$ cat src/rtl/move_controller_if.sv
// Drop-request channel between the move controller and board storage.
interface move_controller_if #(
    parameter int COL_W = 3,
    parameter int ROW_W = 3
);
    logic             drop_valid;
    logic             drop_ready;
    logic [COL_W-1:0] drop_col;
    logic [ROW_W-1:0] drop_row;
    logic             drop_player;

    modport master (output drop_valid, drop_col, drop_row, drop_player, input drop_ready);
    modport slave  (input drop_valid, drop_col, drop_row, drop_player, output drop_ready);
endinterface

$ cat src/rtl/move_controller.sv
// Connect-4 move controller: cursor, column heights, turn tracking and drop requests.
// Optional macro MOVE_CONTROLLER_RECENTER_EN returns the cursor to START_COL after every drop.
module move_controller #(
    parameter int COLS      = 7,
    parameter int ROWS      = 6,
    parameter int COL_W     = 3,
    parameter int ROW_W     = 3,
    parameter int START_COL = 3
) (
    input  logic             clk,
    input  logic             reset,
    input  logic             left_pulse,
    input  logic             right_pulse,
    input  logic             confirm_pulse,
    input  logic             new_game,
    input  logic             game_over_in,
    output logic [COL_W-1:0] cursor_col,
    output logic             player,
    output logic             col_full_err,
    output logic             board_full,
    move_controller_if.master drop
);

    localparam int TOTAL = COLS * ROWS;
    localparam int MC_W  = $clog2(TOTAL + 1);

    typedef enum logic [2:0] {SELECT, ISSUE, TURN, DRAW, HALT} state_t;

    state_t           state, state_n;
    logic [COL_W-1:0] cursor_q, cursor_n;
    logic             player_q, player_n;
    logic             dv_q, dv_n;
    logic [COL_W-1:0] dc_q, dc_n;
    logic [ROW_W-1:0] dr_q, dr_n;
    logic             dp_q, dp_n;
    logic             err_q, err_n;
    logic             bf_q, bf_n;
    logic [MC_W-1:0]  count_q, count_n;
    logic [ROW_W-1:0] heights   [COLS];
    logic [ROW_W-1:0] heights_n [COLS];

    logic [MC_W-1:0]  count_inc;
    logic             sel_full;
    logic [COL_W-1:0] cursor_left, cursor_right;

    assign count_inc    = count_q + MC_W'(1);
    assign sel_full     = (heights[cursor_q] == ROW_W'(ROWS));
    assign cursor_left  = (cursor_q == '0) ? COL_W'(COLS - 1) : cursor_q - COL_W'(1);
    assign cursor_right = (cursor_q == COL_W'(COLS - 1)) ? '0 : cursor_q + COL_W'(1);

    always_ff @(posedge clk or negedge reset) begin
        if (!reset) begin
            state    <= SELECT;
            cursor_q <= COL_W'(START_COL);
            player_q <= 1'b0;
            dv_q     <= 1'b0;
            dc_q     <= '0;
            dr_q     <= '0;
            dp_q     <= 1'b0;
            err_q    <= 1'b0;
            bf_q     <= 1'b0;
            count_q  <= '0;
            for (int i = 0; i < COLS; i++) heights[i] <= '0;
        end else begin
            state    <= state_n;
            cursor_q <= cursor_n;
            player_q <= player_n;
            dv_q     <= dv_n;
            dc_q     <= dc_n;
            dr_q     <= dr_n;
            dp_q     <= dp_n;
            err_q    <= err_n;
            bf_q     <= bf_n;
            count_q  <= count_n;
            heights  <= heights_n;
        end
    end

    always_comb begin
        state_n = state;
        if (new_game) begin
            state_n = SELECT;
        end else begin
            unique case (state)
                SELECT: begin
                    if (game_over_in)                   state_n = HALT;
                    else if (confirm_pulse && !sel_full) state_n = ISSUE;
                end
                ISSUE:  if (dv_q && drop.drop_ready) state_n = TURN;
                TURN: begin
                    if (count_inc == MC_W'(TOTAL)) state_n = DRAW;
                    else if (game_over_in)         state_n = HALT;
                    else                           state_n = SELECT;
                end
                default: state_n = state;
            endcase
        end
    end

    // Next values for every registered output; board_full simply mirrors the DRAW state.
    always_comb begin
        cursor_n  = cursor_q;
        player_n  = player_q;
        dv_n      = dv_q;
        dc_n      = dc_q;
        dr_n      = dr_q;
        dp_n      = dp_q;
        err_n     = 1'b0;
        count_n   = count_q;
        heights_n = heights;
        bf_n      = (state_n == DRAW);
        if (new_game) begin
            cursor_n = COL_W'(START_COL);
            player_n = 1'b0;
            dv_n     = 1'b0;
            dc_n     = '0;
            dr_n     = '0;
            dp_n     = 1'b0;
            count_n  = '0;
            for (int i = 0; i < COLS; i++) heights_n[i] = '0;
        end else begin
            unique case (state)
                SELECT: begin
                    if (!game_over_in) begin
                        if (confirm_pulse) begin
                            if (sel_full) begin
                                err_n = 1'b1;
                            end else begin
                                dc_n = cursor_q;
                                dr_n = heights[cursor_q];
                                dp_n = player_q;
                                dv_n = 1'b1;
                            end
                        end else if (left_pulse ^ right_pulse) begin
                            cursor_n = left_pulse ? cursor_left : cursor_right;
                        end
                    end
                end
                ISSUE: if (dv_q && drop.drop_ready) dv_n = 1'b0;
                TURN: begin
                    if (heights[dc_q] != ROW_W'(ROWS)) heights_n[dc_q] = heights[dc_q] + ROW_W'(1);
                    if (count_q != MC_W'(TOTAL)) count_n = count_inc;
                    player_n = ~player_q;
`ifdef MOVE_CONTROLLER_RECENTER_EN
                    cursor_n = COL_W'(START_COL);
`else
                    cursor_n = cursor_q;
`endif
                end
                default: ;
            endcase
        end
    end

    assign cursor_col       = cursor_q;
    assign player           = player_q;
    assign col_full_err     = err_q;
    assign board_full       = bf_q;
    assign drop.drop_valid  = dv_q;
    assign drop.drop_col    = dc_q;
    assign drop.drop_row    = dr_q;
    assign drop.drop_player = dp_q;

endmodule

$ cat src/flat_wrapper.sv
// flat-port wrapper written by rule: the top's interface ports become plain ports
module move_controller_flat 
#(
    parameter int COLS      = 7,
    parameter int ROWS      = 6,
    parameter int COL_W     = 3,
    parameter int ROW_W     = 3,
    parameter int START_COL = 3
)
  (clk, reset, left_pulse, right_pulse, confirm_pulse, new_game, game_over_in, cursor_col, player, col_full_err, board_full, drop_drop_valid, drop_drop_col, drop_drop_row, drop_drop_player, drop_drop_ready);
  move_controller_if #(.COL_W(COL_W), .ROW_W(ROW_W)) drop_i ();
  input  logic clk;
  input  logic reset;
  input  logic left_pulse;
  input  logic right_pulse;
  input  logic confirm_pulse;
  input  logic new_game;
  input  logic game_over_in;
  output logic [COL_W-1:0] cursor_col;
  output logic player;
  output logic col_full_err;
  output logic board_full;
  output wire logic [$bits(drop_i.drop_valid)-1:0] drop_drop_valid;
  output wire logic [$bits(drop_i.drop_col)-1:0] drop_drop_col;
  output wire logic [$bits(drop_i.drop_row)-1:0] drop_drop_row;
  output wire logic [$bits(drop_i.drop_player)-1:0] drop_drop_player;
  input wire logic [$bits(drop_i.drop_ready)-1:0] drop_drop_ready;
  assign drop_drop_valid = drop_i.drop_valid;
  assign drop_drop_col = drop_i.drop_col;
  assign drop_drop_row = drop_i.drop_row;
  assign drop_drop_player = drop_i.drop_player;
  assign drop_i.drop_ready = drop_drop_ready;
  move_controller #(.COLS(COLS), .ROWS(ROWS), .COL_W(COL_W), .ROW_W(ROW_W), .START_COL(START_COL)) u_core (.clk(clk), .reset(reset), .left_pulse(left_pulse), .right_pulse(right_pulse), .confirm_pulse(confirm_pulse), .new_game(new_game), .game_over_in(game_over_in), .cursor_col(cursor_col), .player(player), .col_full_err(col_full_err), .board_full(board_full), .drop(drop_i));
endmodule
$ cat config.mk
export PLATFORM = sky130hd
export DESIGN_NAME = move_controller_flat
export DESIGN_NICKNAME = d
export VERILOG_FILES = /design/src/rtl/move_controller_if.sv /design/src/rtl/move_controller.sv /design/src/flat_wrapper.sv
export SDC_FILE = /design/constraint.sdc
export NUM_CORES = 1
export LEC_CHECK = 0
export CAP_MARGIN = 20
export CORE_AREA = 2 2 80 82
export DETAILED_ROUTE_END_ITERATION = 16
export DIE_AREA = 0 0 82 84
export PLACE_DENSITY_LB_ADDON = 0.08
export SLEW_MARGIN = 25
export SYNTH_ARGS = -nofsm -noshare
export SYNTH_HDL_FRONTEND = slang
export SYNTH_SLANG_ARGS = --single-unit
export TNS_END_PERCENT = 5
$ cat constraint.sdc
create_clock -name clk -period 2.4 [get_ports clk]
set_input_delay 0.24 -clock clk [delete_from_list [all_inputs] [get_ports clk]]
set_output_delay 0.24 -clock clk [all_outputs]
set_load 0.02 [all_outputs]
## After elaboration in Yosys (flattened, before gate mapping)

Cells that the tools add are included.

| storage, ports and cells | value |
|---|---|
| bits in registers | 44 |
| bits of input ports | 8 |
| output and inout port bits | 14 |
| logic and storage cells | 119 |

| operators by class | value |
|---|---|
| add/sub/neg operators | 4 |
| magnitude comparators | 3 |
| equal/unequal tests | 15 |
| muxes and demuxes | 58 |
| bitwise operators | 4 |
| reductions and logical operators | 18 |

Operators with widths:

| cell | count |
|---|---|
| $mux 3 | 29 |
| $mux 21 | 3 |
| $bwmux 21 | 1 |
| $bmux 3 s3 | 2 |
| $mux 6 | 3 |
| $mux 1 | 17 |
| $ne 3x3->1 const B | 4 |
| $reduce_bool 2->1 | 6 |
| $demux 3 s3 | 1 |
| $pmux 3 s3 | 1 |
| $ge 4x4->1 const B | 2 |
| $not 3->4 | 2 |
| $reduce_and 4->1 | 2 |
| $add 3x1->3 const B | 2 |
| $add 6x1->6 const B | 1 |
| $eq 3x2->1 const B | 2 |
| $eq 3x3->1 const B | 2 |
| $eq 6x6->1 const B | 1 |
| $logic_not 3->1 | 2 |
| $ne 6x6->1 const B | 1 |
| $reduce_and 5->1 | 1 |
| $lt 4x1->1 const B | 1 |
| $ne 2x2->1 const B | 2 |
| $reduce_and 2->1 | 2 |
| other kinds (10) | 12 |

## Depth between registers and ports, before layout

Gate-level depths: netlist of run 1.

| depth | value |
|---|---|
| word-level depth | 12 |
| gate-level depth with buffers | 11 |
| mapped depth without buffers | 9 |

## Worst setup path before layout of run 1

Ideal clock, no wire load.

| timing | value |
|---|---|
| path type | register -> register |
| start point | register u_core.dc_q[0] (netlist: u_core.drop.drop_col[0]) |
| end point | register u_core.heights[8] (netlist name) |
| data arrival time | 2.509 ns |
| required time | 2.326 ns |
| setup slack | -0.183 ns |
| stages on the path, launching flop included | 10 |
| path buffers | 2 |
| clock period less this slack | 2.583 ns |
| cells stage by stage | dfrtp_1 > buf_2 > mux4_2 > o21ai_1 > ha_1 > inv_1 > o31a_1 > buf_6 > a211o_1 > o21ai_2 |

| between the ends | value |
|---|---|
| cells in the longest elaborated chain, start to end | 9 |
| elaborated cells between the ends (all ways) | 17 |
| classes of those cells | add/sub (1); order compare (2); eq/ne (1); mux (9); bitwise (1); reduce/logical (3) |

Ends and longest elaborated chain:

| what | line | RTL |
|---|---|---|
| start, declared | move_controller.sv:33 | `logic [COL_W-1:0] dc_q, dc_n;` |
| start signal, assigned | move_controller.sv:69 | `dc_q <= dc_n;` |
| $not 3->4 (not written as such) (*) | move_controller.sv:141 | `if (heights[dc_q] != ROW_W'(ROWS)) heights_n[dc_q] = heights[dc_q] + ROW_W'(1);` |
| $bmux 3 s3 (tied with other cells) | move_controller.sv:141 |  |
| $mux 3 (not written as such) / $logic_and 1x1->1 (equally long branches) | move_controller.sv:141 |  |
| $mux 3 (not written as such) | move_controller.sv:141 |  |
| $add 3x1->3 / $demux 3 s3 (equally long branches) | move_controller.sv:141 |  |
| $bwmux 21 | move_controller.sv:141 |  |
| $mux 21 | move_controller.sv:141 |  |
| $mux 21 | move_controller.sv:122 | `unique case (state)` |
| $mux 21 | move_controller.sv:112 | `if (new_game) begin` |
| end signal, assigned | move_controller.sv:75 | `heights <= heights_n;` |
| end, declared | move_controller.sv:39 | `logic [ROW_W-1:0] heights [COLS];` |

Mark *: on every way between the ends. The rest lies on a longest branch, timed or not. The select of a mux whose other input is x is not followed.
A chain may end at the register's enable or synchronous reset.

## Final worst setup path of run 1

| timing | value |
|---|---|
| start point | register u_core.cursor_q[1] (netlist: u_core.cursor_col[1]) |
| end point | register u_core.dr_q[1] (netlist: u_core.drop.drop_row[1]) |

| between the ends | value |
|---|---|
| cells in the longest elaborated chain, start to end | 9 |
| elaborated cells between the ends (all ways) | 12 |
| classes of those cells | eq/ne (2); mux (8); bitwise (1); reduce/logical (1) |

Ends and longest elaborated chain:

| what | line | RTL |
|---|---|---|
| start, declared | move_controller.sv:30 | `logic [COL_W-1:0] cursor_q, cursor_n;` |
| start signal, assigned | move_controller.sv:54 | `cursor_q <= COL_W'(START_COL);` |
| start signal, assigned | move_controller.sv:66 | `cursor_q <= cursor_n;` |
| $not 3->4 (not written as such) (*) | move_controller.sv:47, move_controller.sv:130 |  |
| $bmux 3 s3 (*) | move_controller.sv:47, move_controller.sv:130 |  |
| $mux 3 (not written as such) (*) (2 in series) | move_controller.sv:47, move_controller.sv:130 |  |
| $mux 3 | move_controller.sv:126 | `if (sel_full) begin` |
| $mux 3 | move_controller.sv:125 | `if (confirm_pulse) begin` |
| $mux 3 | move_controller.sv:124 | `if (!game_over_in) begin` |
| $mux 3 | move_controller.sv:122 |  |
| $mux 3 | move_controller.sv:112 |  |
| end signal, assigned | move_controller.sv:70 | `dr_q <= dr_n;` |
| end, declared | move_controller.sv:34 | `logic [ROW_W-1:0] dr_q, dr_n;` |

Marks and branches as above.

==> load_flow_metrics.sql, run 1 <==
INSERT INTO impl_metrics (metric_group, metric, value, unit) VALUES
('min_path', 'hold_wc_path_type', 'input pin to asynchronous set/reset pin', ''),
('outcome', 'run_status', 'complete, no violations', ''),
('critical_path', 'critPathArrivalTime', '2.48', 'ns'),
('cells_and_area', 'antenna-diode-count', '0', ''),
('drt', 'drt.antenna.violating_nets', '0', ''),
('drt', 'drc', '0', ''),
('timing', 'setup_tns', '0', 'ns'),
('timing', 'setup_viols_final', '0', ''),
('clock_network', 'cts.sinks', '44', ''),
('synth', 'post_synth_inst_count', '310', ''),
('clock_network', 'clock_tree.root_cell', 'sky130_fd_sc_hd__clkbuf_8', ''),
('critical_path', 'required', '2.61', 'ns'),
('floorplanning', 'fp-row-count', '29', ''),
('clock_network', 'clk_path_buf_depth', '2', ''),
('floorplanning', 'io-pin-count', '22', ''),
('synth', 'synth_area', '2897', 'um^2'),
('cells_and_area', 'area_growth_syn_to_layout', '16.37', '%'),
('drt', 'wl_per_cell', '17.54', 'um'),
('clock_network', 'tritoncts.num_buffers', '5', ''),
('cells_and_area', 'filler_cell_count', '566', ''),
('pwr', 'power.ir.vdd_worst', '0.3132', 'mV'),
('placement', 'dp_hpwl', '5361', 'um'),
('synth', 'synth_nets', '328', ''),
('synth', 'synthAdderAreaFrac', '4.320', '%'),
('timing', 'timing_worst_slew_pin_value', '0.5941', 'ns'),
('placement', 'routabilityCongestion', '0.8525', ''),
('drt', 'drt_iter0_markers', '152', ''),
('drt', 'wire_length_reported_by_the_detailed_router', '7366', 'um'),
('floorplanning', 'die_h', '84', 'um'),
('drt', 'drt-vias-per-instance', '5.755', ''),
('global_route', 'grt_pass1_vias', '2447', ''),
('floorplanning', 'floorplan.core_area', '6096', 'um^2'),
('timing', 'finalCritPeriodShare', '94.39', '%'),
('synth', 'synth-compound-area-share', '20.00', '%'),
('clock_network', 'clk_latency', '0.31', 'ns'),
('floorplanning', 'design.die.area', '6888', 'um^2'),
('synth', 'share_of_async_settable_or_async_resettable_flops_after_synthesis', '100.0', '%'),
('pwr', 'cellLeakagePower', '0.001486', 'uW'),
('pwr', 'pwr_density_cell', '478.9', 'nW/um^2'),
('timing', 'slew_headroom', '60.35', '%'),
('clock_network', 'tritoncts_clock_tree', 'yes', ''),
('synth', 'synth_cell_types', '59', ''),
('synth', 'synth.yosys.seq_area_share', '38.10', '%'),
('placement', 'port_buffers', '21', ''),
('cells_and_area', 'layout-drive-gt1-share', '15.74', '%'),
('critical_path', 'setup.worst_path.end_class', 'flip-flop', ''),
('synth', 'synth_area_per_cell', '9.344', 'um^2'),
('synth', 'synth_edf_count', '0', ''),
('global_route', 'grt_antenna_before_repair', '0', ''),
('floorplanning', 'floorplan.initialDensity', '47.52', '%'),
('synth', 'synth-simple-area-share', '18.14', '%'),
('floorplanning', 'dieWidth', '82', 'um'),
('synth', 'synth_top_area_share', '36.29', '%'),
('critical_path', 'worstSetupStartpointType', 'flip-flop', ''),
('drt', 'firstDrtPassIters', '4', ''),
('clock_network', 'clk_pin_slew_worst_paths', '0.09', 'ns'),
('synth', 'post_synth_xor_area_fraction', '2.721', '%'),
('global_route', 'grt_max_degree', '32', ''),
('global_route', 'grt_pass1_wl', '12480', 'um'),
('synth', 'synth-warning-count', '0', ''),
('timing', 'grt_setup_unrepaired', 'false', ''),
('timing', 'final_period_minus_worst_setup_slack', '2.265', 'ns'),
('pwr', 'power', '1614', 'uW'),
('global_route', 'grt.overflow.total', '0', ''),
('clock_network', 'htree_levels', '2', ''),
('drt', 'routed-via-count', '2417', ''),
('timing', 'max_freq', '441.4', 'MHz'),
('synth', 'muxShareOfSynthArea', '10.71', '%'),
('job', 'drv.max_cap_violation_count', '0', ''),
('synth', 'main_synth_ff_type', 'sky130_fd_sc_hd__dfrtp_1', ''),
('critical_path', 'worst-path-max-fanout', '11', ''),
('timing', 'clock_skew', '0.01183', 'ns'),
('critical_path', 'timing.setup.critical_path_class', 'flip-flop to flip-flop', ''),
('timing', 'report.final.slew_viol_count', '0', ''),
('synth', 'synth_top_cell_by_area', 'sky130_fd_sc_hd__dfrtp_1', ''),
('global_route', 'global_route.usage.total', '23.51', '%'),
('cells_and_area', 'num-nets-final', '360', ''),
('timing', 'final-hold-violation-count', '0', ''),
('synth', 'synth_top_area_cells', 'sky130_fd_sc_hd__dfrtp_1 (36%), sky130_fd_sc_hd__mux2i_1 (7.6%), sky130_fd_sc_hd__nand2_1 (4.5%)', ''),
('synth', 'largest_family_of_logic_cells_by_synthesized_area', 'compound AO/OA/AOI/OAI gates', ''),
('synth', 'ys_seq_elements', '44', '');
==> cell usage after synthesis, drive strengths merged, types with 5 or more instances <==
master	instances
clkbuf	8
nor2b	6
buf	13
a21oi	21
nor3	7
o21ai	7
and2	5
a31oi	5
o211ai	6
nor2	24
nand3	9
inv	14
a211oi	11
mux2i	22
xnor2	5
ha	10
nand2	35
dfrtp	42
==> worst max-delay path, cell delays in order, from the launching register on <==
cell	delay [ns]
sky130_fd_sc_hd__dfstp_2	0.73
sky130_fd_sc_hd__mux2_2	0.40
sky130_fd_sc_hd__a21oi_1	0.26
sky130_fd_sc_hd__o221ai_2	0.25
sky130_fd_sc_hd__a21o_1	0.27
sky130_fd_sc_hd__a211oi_1	0.26
==> where the power goes <==
group	switching, uW	internal, uW	leakage, uW
sequential	26.1	758	0.000600
combinational	183	125	0.000842
clock	289	234	0.0000434
total	498	1120	0.00149
==> placed cells by master (no fill, tap or decap), types with 3 or more instances in the layout <==
cell | synthesis | routed
sky130_fd_sc_hd__dfrtp_1 | 42 | 40
sky130_fd_sc_hd__inv_1 | 14 | 14
sky130_fd_sc_hd__a211oi_1 | 11 | 11
sky130_fd_sc_hd__nor4_1 | 3 | 3
sky130_fd_sc_hd__clkdlybuf4s50_1 | 0 | 20
sky130_fd_sc_hd__o21ai_0 | 5 | 5
sky130_fd_sc_hd__a2bb2oi_1 | 3 | 3
sky130_fd_sc_hd__nand2_1 | 35 | 35
sky130_fd_sc_hd__nor2_1 | 23 | 23
sky130_fd_sc_hd__xnor2_1 | 5 | 5
sky130_fd_sc_hd__ha_1 | 10 | 9
sky130_fd_sc_hd__buf_4 | 3 | 23
sky130_fd_sc_hd__a21oi_1 | 21 | 21
sky130_fd_sc_hd__nand3_1 | 9 | 9
sky130_fd_sc_hd__clkbuf_8 | 0 | 6
sky130_fd_sc_hd__xor2_1 | 4 | 4
sky130_fd_sc_hd__and2_1 | 4 | 4
sky130_fd_sc_hd__mux2_2 | 4 | 4
sky130_fd_sc_hd__nand4_1 | 4 | 4
sky130_fd_sc_hd__nor3_1 | 7 | 7
sky130_fd_sc_hd__a31oi_1 | 4 | 4
sky130_fd_sc_hd__nor2b_1 | 6 | 6
sky130_fd_sc_hd__nand2b_1 | 3 | 3
sky130_fd_sc_hd__a21o_1 | 3 | 3
sky130_fd_sc_hd__mux2i_1 | 22 | 22
sky130_fd_sc_hd__a211o_1 | 3 | 3
sky130_fd_sc_hd__o211ai_1 | 6 | 6
==> flip-flops by register name (all words and copies together) (netlist names) <==
signal,cells
u_core.col_full_err,1
u_core.drop.drop_row,3
u_core.count_q,6
u_core.drop.drop_col,3
u_core.drop.drop_valid,1
u_core.player,1
u_core.drop.drop_player,1
u_core.cursor_col,3
u_core.board_full,1
u_core.state,3
u_core.heights,21
==> through the flow <==
step / area [um^2] / hold WS, ns / setup WS [ns] / utilization [%] / cells
global route: 3371 / 0.4547 / 0.01332 / 55.30 / 420
detailed placement: 3246 / 0.2148 / 0.09173 / 53.24 / 409
finish: 3371 / 0.3920 / 0.1346 / 55.30 / 420
global placement: 3246 / 0.2128 / 0.1632 / 53.24 / 409
floorplan: 2907 / -0.05559 / 0.01531 / - / 310
CTS: 3353 / 0.4039 / 0.07773 / 55.01 / 418
==> routing by layer <==
metal | routed length, um | part of all wire, % | vias to the layer above | global-route usage [%]
met5 | 0 | 0 | - | 0
met4 | 133 | 1.8 | 0 | 7.121
met3 | 229 | 3.1 | 11 | 3.896
met2 | 3469 | 47 | 42 | 37.40
met1 | 3533 | 48 | 1175 | 32.46
li1 | - | - | 1189 | -
==> final timing paths <==
path                                              start                      end  slack [ns]  cells past startpoint
worst min register to register  u_core.drop.drop_row[1]  u_core.drop.drop_row[1]        0.55                      2
max in group asynchronous                         reset     u_core.cursor_col[1]        1.38                      3
min in group clk                u_core.drop.drop_row[1]  u_core.drop.drop_row[1]        0.55                      2
worst max-delay path               u_core.cursor_col[1]  u_core.drop.drop_row[1]        0.13                      5
worst min-delay path                              reset       u_core.heights[18]        0.39                      2
worst max register to register     u_core.cursor_col[1]  u_core.drop.drop_row[1]        0.13                      5
==> final cells by class <==
cell class	instances	area, um^2	share of cell area, %
Clock buffer	6	82.58	2.450
Clock inverter	2	15.01	0.4454
Inverter	14	52.55	1.559
Multi-Input combinational cell	232	1630	48.37
Sequential cell	44	1106	32.81
Tap cell	77	96.34	2.858
Timing Repair Buffer	45	387.9	11.51
==> cell families after synthesis <==
family / after synthesis
simple gates: 106
compound gates: 78
buf+inv: 35
fa+ha+maj: 10
flops: 44
xor+xnor: 9
mux: 28
==> repair_timing <==
| action | CTS | global route |
|---|---|---|
| hold buffers | 1 | 0 |
| setup buffers | 0 | 1 |
| resized for setup | 0 | 1 |
| hold endpoints to repair | 15 | 0 |
| endpoints found under the setup margin | 0 | 8 |
Note: power is estimated with default switching activity, not from simulation.
==> inputs of run 2 (changes only) <==
Settings changed: ABC_AREA set to 1, CAP_MARGIN 20 to not set, CORE_AREA 2 2 80 82 to 2 2 79 81, DIE_AREA 0 0 82 84 to 0 0 81 83.
==> load_flow_metrics.sql, run 2 <==
INSERT INTO impl_metrics (metric_group, metric, value, unit) VALUES
('placement', 'routabilityCongestion', '0.8813', ''),
('cells_and_area', 'final_common_cell', 'sky130_fd_sc_hd__nand2_1', ''),
('synth', 'synth-compound-area-share', '11.16', '%'),
('clock_network', 'clk_path_buf_depth', '2', ''),
('synth', 'muxShareOfSynthArea', '0', '%'),
('outcome', 'run_status', 'complete, no violations', ''),
('critical_path', 'path_delay_family', 'simple AND/OR/NAND/NOR gates', ''),
('clock_network', 'tritoncts_clock_tree', 'yes', ''),
('timing', 'final_period_minus_worst_setup_slack', '2.098', 'ns'),
('cells_and_area', 'area_growth_syn_to_layout', '14.48', '%'),
('synth', 'synth_top_area_share', '36.63', '%'),
('pwr', 'pwr_density_cell', '720.9', 'nW/um^2'),
('synth', 'synth_edf_count', '0', ''),
('global_route', 'global_route.usage.total', '21.93', '%'),
('clock_network', 'clock_tree.root_cell', 'sky130_fd_sc_hd__clkbuf_8', ''),
('drt', 'routed-via-count', '2593', ''),
('synth', 'post_synth_xor_area_fraction', '1.177', '%'),
('synth', 'ys_seq_elements', '44', ''),
('synth', 'synth_cell_types', '36', ''),
('placement', 'dp_hpwl', '5171', 'um'),
('drt', 'firstDrtPassIters', '4', ''),
('cells_and_area', 'layout_common_cells', 'sky130_fd_sc_hd__nand2_1 (120), sky130_fd_sc_hd__nand3_1 (47), sky130_fd_sc_hd__inv_1 (45)', ''),
('synth', 'synth-simple-area-share', '34.76', '%'),
('clock_network', 'htree_levels', '2', ''),
('synth', 'synth.yosys.seq_area_share', '38.46', '%'),
('synth', 'largest_family_of_logic_cells_by_synthesized_area', 'simple AND/OR/NAND/NOR gates', ''),
('global_route', 'grt_pass1_vias', '2385', ''),
('synth', 'synth_top_cell_by_area', 'sky130_fd_sc_hd__dfrtp_1', ''),
('global_route', 'grt_max_degree', '34', ''),
('synth', 'synth-warning-count', '0', ''),
('critical_path', 'worst-path-max-fanout', '14', ''),
('floorplanning', 'io-pin-count', '22', ''),
('synth', 'synth_top_cells_by_count', 'sky130_fd_sc_hd__nand2_1 (120), sky130_fd_sc_hd__nand3_1 (47), sky130_fd_sc_hd__inv_1 (45)', ''),
('floorplanning', 'floorplan.core_area', '5816', 'um^2'),
('placement', 'placedCellCount', '489', ''),
('critical_path', 'timing.setup.critical_path_class', 'flip-flop to flip-flop', ''),
('floorplanning', 'design.die.area', '6723', 'um^2'),
('cells_and_area', 'num-nets-final', '443', ''),
('global_route', 'grt_antenna_before_repair', '0', ''),
('timing', 'setup_viols_final', '0', ''),
('critical_path', 'worstSetupStartpointType', 'flip-flop', ''),
('timing', 'timing_worst_slew_pin_value', '0.4456', 'ns'),
('floorplanning', 'die_h', '83', 'um'),
('drt', 'drt_iter0_markers', '175', ''),
('clock_network', 'clk_pin_slew_worst_paths', '0.10', 'ns'),
('clock_network', 'clk_latency', '0.30', 'ns'),
('global_route', 'grt_pass1_wl', '11680', 'um'),
('synth', 'share_of_async_settable_or_async_resettable_flops_after_synthesis', '100.0', '%'),
('synth', 'synth_most_common_cell', 'sky130_fd_sc_hd__nand2_1', ''),
('drt', 'wl_per_cell', '13.89', 'um'),
('min_path', 'hold_wc_path_type', 'input pin to asynchronous set/reset pin', ''),
('floorplanning', 'floorplan.initialDensity', '49.33', '%'),
('critical_path', 'crit_path_cell_trace', 'inv_2 > nand3_1 > nand2_1 > nand2_1 > nand2_1 > inv_1 > ha_1 > nand4_4 > nand3_1 > nand2_1 > o21ai_1', ''),
('cells_and_area', 'multi_input_area', '1476', 'um^2'),
('timing', 'slew_headroom', '70.26', '%'),
('global_route', 'grt.overflow.total', '0', ''),
('timing', 'max_freq', '476.7', 'MHz'),
('drt', 'drt-vias-per-instance', '5.176', ''),
('job', 'drv.max_cap_violation_count', '0', ''),
('timing', 'final-hold-violation-count', '0', ''),
('critical_path', 'reg2reg_depth', '11', ''),
('pwr', 'cellLeakagePower', '0.001601', 'uW'),
('synth', 'main_synth_ff_type', 'sky130_fd_sc_hd__dfrtp_1', ''),
('synth', 'synth_nets', '417', ''),
('clock_network', 'cts.sinks', '44', ''),
('critical_path', 'timing.rr.start', 'u_core.drop.drop_col[0]', ''),
('pwr', 'power.ir.vdd_worst', '0.3470', 'mV'),
('timing', 'setup_tns', '0', 'ns'),
('critical_path', 'worst-path-buf-inv', '2', ''),
('floorplanning', 'fp-row-count', '28', ''),
('critical_path', 'critPathArrivalTime', '2.28', 'ns'),
('drt', 'drt.antenna.violating_nets', '0', ''),
('cells_and_area', 'layout-drive-gt1-share', '12.44', '%'),
('placement', 'port_buffers', '21', ''),
('cells_and_area', 'end_of_flow_core_utilization', '56.48', '%'),
('synth', 'post_synth_inst_count', '399', ''),
('timing', 'clock_skew', '0.006901', 'ns'),
('synth', 'synthAdderAreaFrac', '4.361', '%'),
('critical_path', 'critical_path.slowest_cell', 'sky130_fd_sc_hd__dfrtp_2', ''),
('critical_path', 'required', '2.58', 'ns'),
('synth', 'synth_top_area_cells', 'sky130_fd_sc_hd__dfrtp_1 (37%), sky130_fd_sc_hd__nand2_1 (16%), sky130_fd_sc_hd__nand3_1 (8.2%)', ''),
('cells_and_area', 'layout_top_registers', 'u_core.heights: 21 flops, u_core.count_q: 6 flops', ''),
('cells_and_area', 'register_area', '1106', 'um^2'),
('cells_and_area', 'largest_register_ff_count', '21', ''),
('critical_path', 'reg2reg_slack', '0.30', 'ns'),
('cells_and_area', 'antenna-diode-count', '0', ''),
('cells_and_area', 'final_cell_count_no_fill', '501', ''),
('critical_path', 'slowest_delay', '0.49', 'ns'),
('drt', 'wire_length_reported_by_the_detailed_router', '6957', 'um'),
('floorplanning', 'dieWidth', '81', 'um'),
('clock_network', 'tritoncts.num_buffers', '5', ''),
('critical_path', 'reg2reg_to', 'u_core.heights[8]', ''),
('critical_path', 'setup.worst_path.end_class', 'flip-flop', ''),
('critical_path', 'path_common_cell', 'sky130_fd_sc_hd__nand2_1', ''),
('timing', 'finalCritPeriodShare', '87.41', '%'),
('cells_and_area', 'filler_cell_count', '563', ''),
('synth', 'synth_area_per_cell', '7.190', 'um^2'),
('cells_and_area', 'registers.top_by_ff_count', 'u_core.heights', ''),
('synth', 'synth_area', '2869', 'um^2'),
('drt', 'drc', '0', ''),
('timing', 'report.final.slew_viol_count', '0', '');
-- run 2: changes by cell type in the layout (fill, tap and decap cells not counted), sizes merged, moves of 11 or more --
cell	before	now
a21oi	21	8
o21ai	7	41
a211oi	11	0
mux2i	22	0
nand2	35	127
buf	24	11
nand3	9	53
inv	14	54
-- run 2: repair_timing --
item / 4_1_cts / 5_1_grt
setup endpoints to repair: 0 / 21
setup buffers: 0 / 3
resized for setup: 0 / 2
hold endpoints to repair: 11 / 0
hold buffers: 1 / 0
-- run 2: cell families (layout without fill, tap and decap cells) --
logic type,after synthesis,after routing
buf+inv,67,94
compound gates,59,59
flops,44,44
xor+xnor,3,3
fa+ha+maj,10,10
simple gates,216,216
-- run 2: layout make-up --
class,count,share of cell area (%)
Clock buffer,5,2.095
Multi-Input combinational cell,288,44.95
Tap cell,75,2.857
Inverter,54,6.171
Timing Repair Buffer,32,8.838
Sequential cell,44,33.68
Clock inverter,3,1.410
-- run 2: metal layers --
metal  routed length, um  share of wire, %  up-vias  track usage (%)
met1                3481                50     1192            32.99
met4                  35              0.50        0            3.698
met2                3108                45       70            33.21
met5                   0                 0        -                0
li1                    -                 -     1327                -
met3                 332               4.8        4            4.022
-- run 2: power breakdown --
part | total (uW) | switching [uW] | internal (uW)
Combinational | 822 | 525 | 297
Clock | 604 | 289 | 314
Sequential | 942 | 115 | 827
-- run 2: metrics by stage --
step / area (um^2) / power [uW] / hold slack, ns / setup WS, ns
3_5_place_dp: 3134 / 1765 / 0.1403 / 0.1463
3_3_place_gp: 3134 / 1756 / 0.1389 / 0.2087
6_report: 3284 / 2368 / 0.3359 / 0.3021
4_1_cts: 3259 / 2369 / 0.3353 / 0.1344
5_1_grt: 3284 / 2529 / 0.3741 / -0.002978
2_1_floorplan: 2869 / 1515 / -0.05559 / 0.3698
-- run 2: worst max path at each step --
stage                    endpoint               startpoint  cells after the start  slack [ns]
2_1_floorplan   u_core.heights[2]  u_core.drop.drop_col[0]                     13        0.37
3_3_place_gp   u_core.heights[13]  u_core.drop.drop_col[0]                     12        0.21
3_5_place_dp    u_core.heights[9]  u_core.drop.drop_col[0]                     12        0.15
4_1_cts         u_core.heights[9]  u_core.drop.drop_col[0]                     12        0.13
5_1_grt        u_core.heights[10]  u_core.drop.drop_col[0]                     12      -0.003
6_report        u_core.heights[8]  u_core.drop.drop_col[0]                     11        0.30
==> inputs of run 3 (changes only) <==
Clock period 2.4 ns to 2.7 ns, I/O delays scaled along.
==> load_flow_metrics.sql, run 3 (synthesis gave the netlist of run 2 again) <==
INSERT INTO impl_metrics (metric_group, metric, value, unit) VALUES
('outcome', 'run_status', 'complete, no violations', ''),
('cells_and_area', 'antenna-diode-count', '0', ''),
('timing', 'finalCritPeriodShare', '88.87', '%'),
('pwr', 'cellLeakagePower', '0.001575', 'uW'),
('global_route', 'grt.overflow.total', '0', ''),
('clock_network', 'tritoncts.num_buffers', '5', ''),
('drt', 'drt-vias-per-instance', '5.231', ''),
('floorplanning', 'floorplan.initialDensity', '49.33', '%'),
('timing', 'final_period_minus_worst_setup_slack', '2.400', 'ns'),
('timing', 'setup_tns', '0', 'ns'),
('floorplanning', 'dieWidth', '81', 'um'),
('critical_path', 'setup.worst_path.end_class', 'flip-flop', ''),
('drt', 'firstDrtPassIters', '4', ''),
('cells_and_area', 'layout_common_cells', 'sky130_fd_sc_hd__nand2_1 (120), sky130_fd_sc_hd__nand3_1 (47), sky130_fd_sc_hd__inv_1 (45)', ''),
('pwr', 'pwr_density_cell', '644.7', 'nW/um^2'),
('drt', 'drc', '0', ''),
('drt', 'wire_length_reported_by_the_detailed_router', '6998', 'um'),
('cells_and_area', 'registers.top_by_ff_count', 'u_core.heights', ''),
('placement', 'port_buffers', '21', ''),
('floorplanning', 'die_h', '83', 'um'),
('pwr', 'power.ir.vdd_worst', '0.3726', 'mV'),
('global_route', 'grt_antenna_before_repair', '0', ''),
('cells_and_area', 'largest_register_ff_count', '21', ''),
('job', 'drv.max_cap_violation_count', '0', ''),
('global_route', 'grt_max_degree', '45', ''),
('cells_and_area', 'area_growth_syn_to_layout', '12.87', '%'),
('timing', 'final-hold-violation-count', '0', ''),
('drt', 'routed-via-count', '2584', ''),
('placement', 'preCtsSetupSlack', '0.4019', 'ns'),
('critical_path', 'worst-path-max-fanout', '14', ''),
('floorplanning', 'fp-row-count', '28', ''),
('timing', 'timing_worst_slew_pin_value', '0.5669', 'ns'),
('cells_and_area', 'final_common_cell', 'sky130_fd_sc_hd__nand2_1', ''),
('global_route', 'grt_pass1_wl', '11740', 'um'),
('global_route', 'global_route.usage.total', '21.95', '%'),
('drt', 'drt.antenna.violating_nets', '0', ''),
('min_path', 'hold_wc_path_type', 'input pin to asynchronous set/reset pin', ''),
('timing', 'clock_skew', '0.01000', 'ns'),
('cells_and_area', 'filler_cell_count', '589', ''),
('cells_and_area', 'multi_input_area', '1476', 'um^2'),
('timing', 'slew_headroom', '62.21', '%'),
('critical_path', 'critPathArrivalTime', '2.59', 'ns'),
('global_route', 'grt_pass1_vias', '2410', ''),
('cells_and_area', 'layout_top_registers', 'u_core.heights: 21 flops, u_core.count_q: 6 flops', ''),
('cells_and_area', 'num-nets-final', '436', ''),
('timing', 'grt_setup_unrepaired', 'false', ''),
('timing', 'timing.final.ws_setup', '0.3004', 'ns'),
('placement', 'routabilityCongestion', '0.9205', ''),
('timing', 'report.final.slew_viol_count', '0', ''),
('floorplanning', 'io-pin-count', '22', ''),
('clock_network', 'cts-resized-gates', '0', ''),
('clock_network', 'htree_levels', '2', ''),
('clock_network', 'clk_latency', '0.30', 'ns'),
('cells_and_area', 'layout-drive-gt1-share', '10.50', '%'),
('drt', 'wl_per_cell', '14.17', 'um'),
('clock_network', 'clk_path_buf_depth', '2', ''),
('drt', 'drt_iter0_markers', '118', ''),
('timing', 'max_freq', '416.7', 'MHz'),
('critical_path', 'timing.setup.critical_path_class', 'flip-flop to flip-flop', ''),
('cells_and_area', 'register_area', '1104', 'um^2'),
('floorplanning', 'floorplan.core_area', '5816', 'um^2'),
('critical_path', 'worstSetupStartpointType', 'flip-flop', ''),
('clock_network', 'clock_tree.root_cell', 'sky130_fd_sc_hd__clkbuf_8', ''),
('clock_network', 'tritoncts_clock_tree', 'yes', ''),
('floorplanning', 'design.die.area', '6723', 'um^2'),
('placement', 'dp_hpwl', '5156', 'um'),
('critical_path', 'required', '2.89', 'ns'),
('clock_network', 'cts.sinks', '44', ''),
('clock_network', 'clk_pin_slew_worst_paths', '0.09', 'ns'),
('timing', 'setup_viols_final', '0', '');
-- run 3: cell count changes in the layout (fill, tap and decap cells not counted), sizes merged --
| cell | before | now |
|---|---|---|
| clkinvlp | 1 | 0 |
| clkbuf | 5 | 6 |
| inv | 54 | 53 |
| buf | 11 | 4 |
| clkinv | 1 | 2 |
-- run 3: final timing paths --
kind | from | endpoint | slack (ns) | cells past startpoint
worst max-delay path | u_core.drop.drop_col[2] | u_core.heights[11] | 0.30 | 11
worst min-delay path | reset | u_core.drop.drop_valid | 0.48 | 2
worst max register to register | u_core.drop.drop_col[2] | u_core.heights[11] | 0.30 | 11
worst min register to register | u_core.heights[10] | u_core.heights[10] | 0.49 | 2
max in group asynchronous | reset | u_core.heights[9] | 1.81 | 2
min in group clk | u_core.heights[10] | u_core.heights[10] | 0.49 | 2
-- run 3: worst max-delay path, stage by stage, from the launching register on --
cell and delay, ns:
sky130_fd_sc_hd__dfrtp_1 0.51, sky130_fd_sc_hd__inv_2 0.18, sky130_fd_sc_hd__nand2_1 0.12, sky130_fd_sc_hd__nor2_1 0.22
sky130_fd_sc_hd__inv_1 0.12, sky130_fd_sc_hd__o221ai_1 0.27, sky130_fd_sc_hd__ha_1 0.26, sky130_fd_sc_hd__nand4_4 0.26
sky130_fd_sc_hd__nand2_1 0.13, sky130_fd_sc_hd__inv_1 0.08, sky130_fd_sc_hd__nand3_1 0.08, sky130_fd_sc_hd__nand2_1 0.05
-- run 3: final cells by class --
cell class	count	area share, %
Multi-Input combinational cell	288	45.60
Clock inverter	2	1.198
Inverter	54	6.260
Sequential cell	44	34.08
Timing Repair Buffer	25	7.419
Clock buffer	6	2.550
Tap cell	75	2.898
-- run 3: per-stage QoR --
stage	util [%]	total power [uW]	instances	hold WS (ns)	cell area (um^2)
floorplan	-	1347	399	-0.02559	2869
global placement	53.38	1549	485	0.4670	3104
detailed placement	53.38	1551	485	0.4767	3104
CTS	55.46	2103	493	0.1691	3226
global route	55.68	2233	494	0.5254	3238
finish	55.68	2087	494	0.4844	3238
-- run 3: metal layers --
metal / vias up / routed length [um] / global-route usage, %
met2: 64 / 3115 / 33.88
met3: 10 / 346 / 3.913
met1: 1182 / 3447 / 32.01
met4: 0 / 89 / 4.777
li1: 1328 / - / -
met5: - / 0 / 0
-- run 3: what timing repair did --
item / in CTS / in global routing
setup buffers: 0 / 0
hold endpoints to repair: 0 / 9
hold buffers: 0 / 1
-- run 3: where the power goes --
group / internal, uW / switching [uW]
logic: 245 / 456
registers: 734 / 108
clock network: 303 / 241
total: 1280 / 805
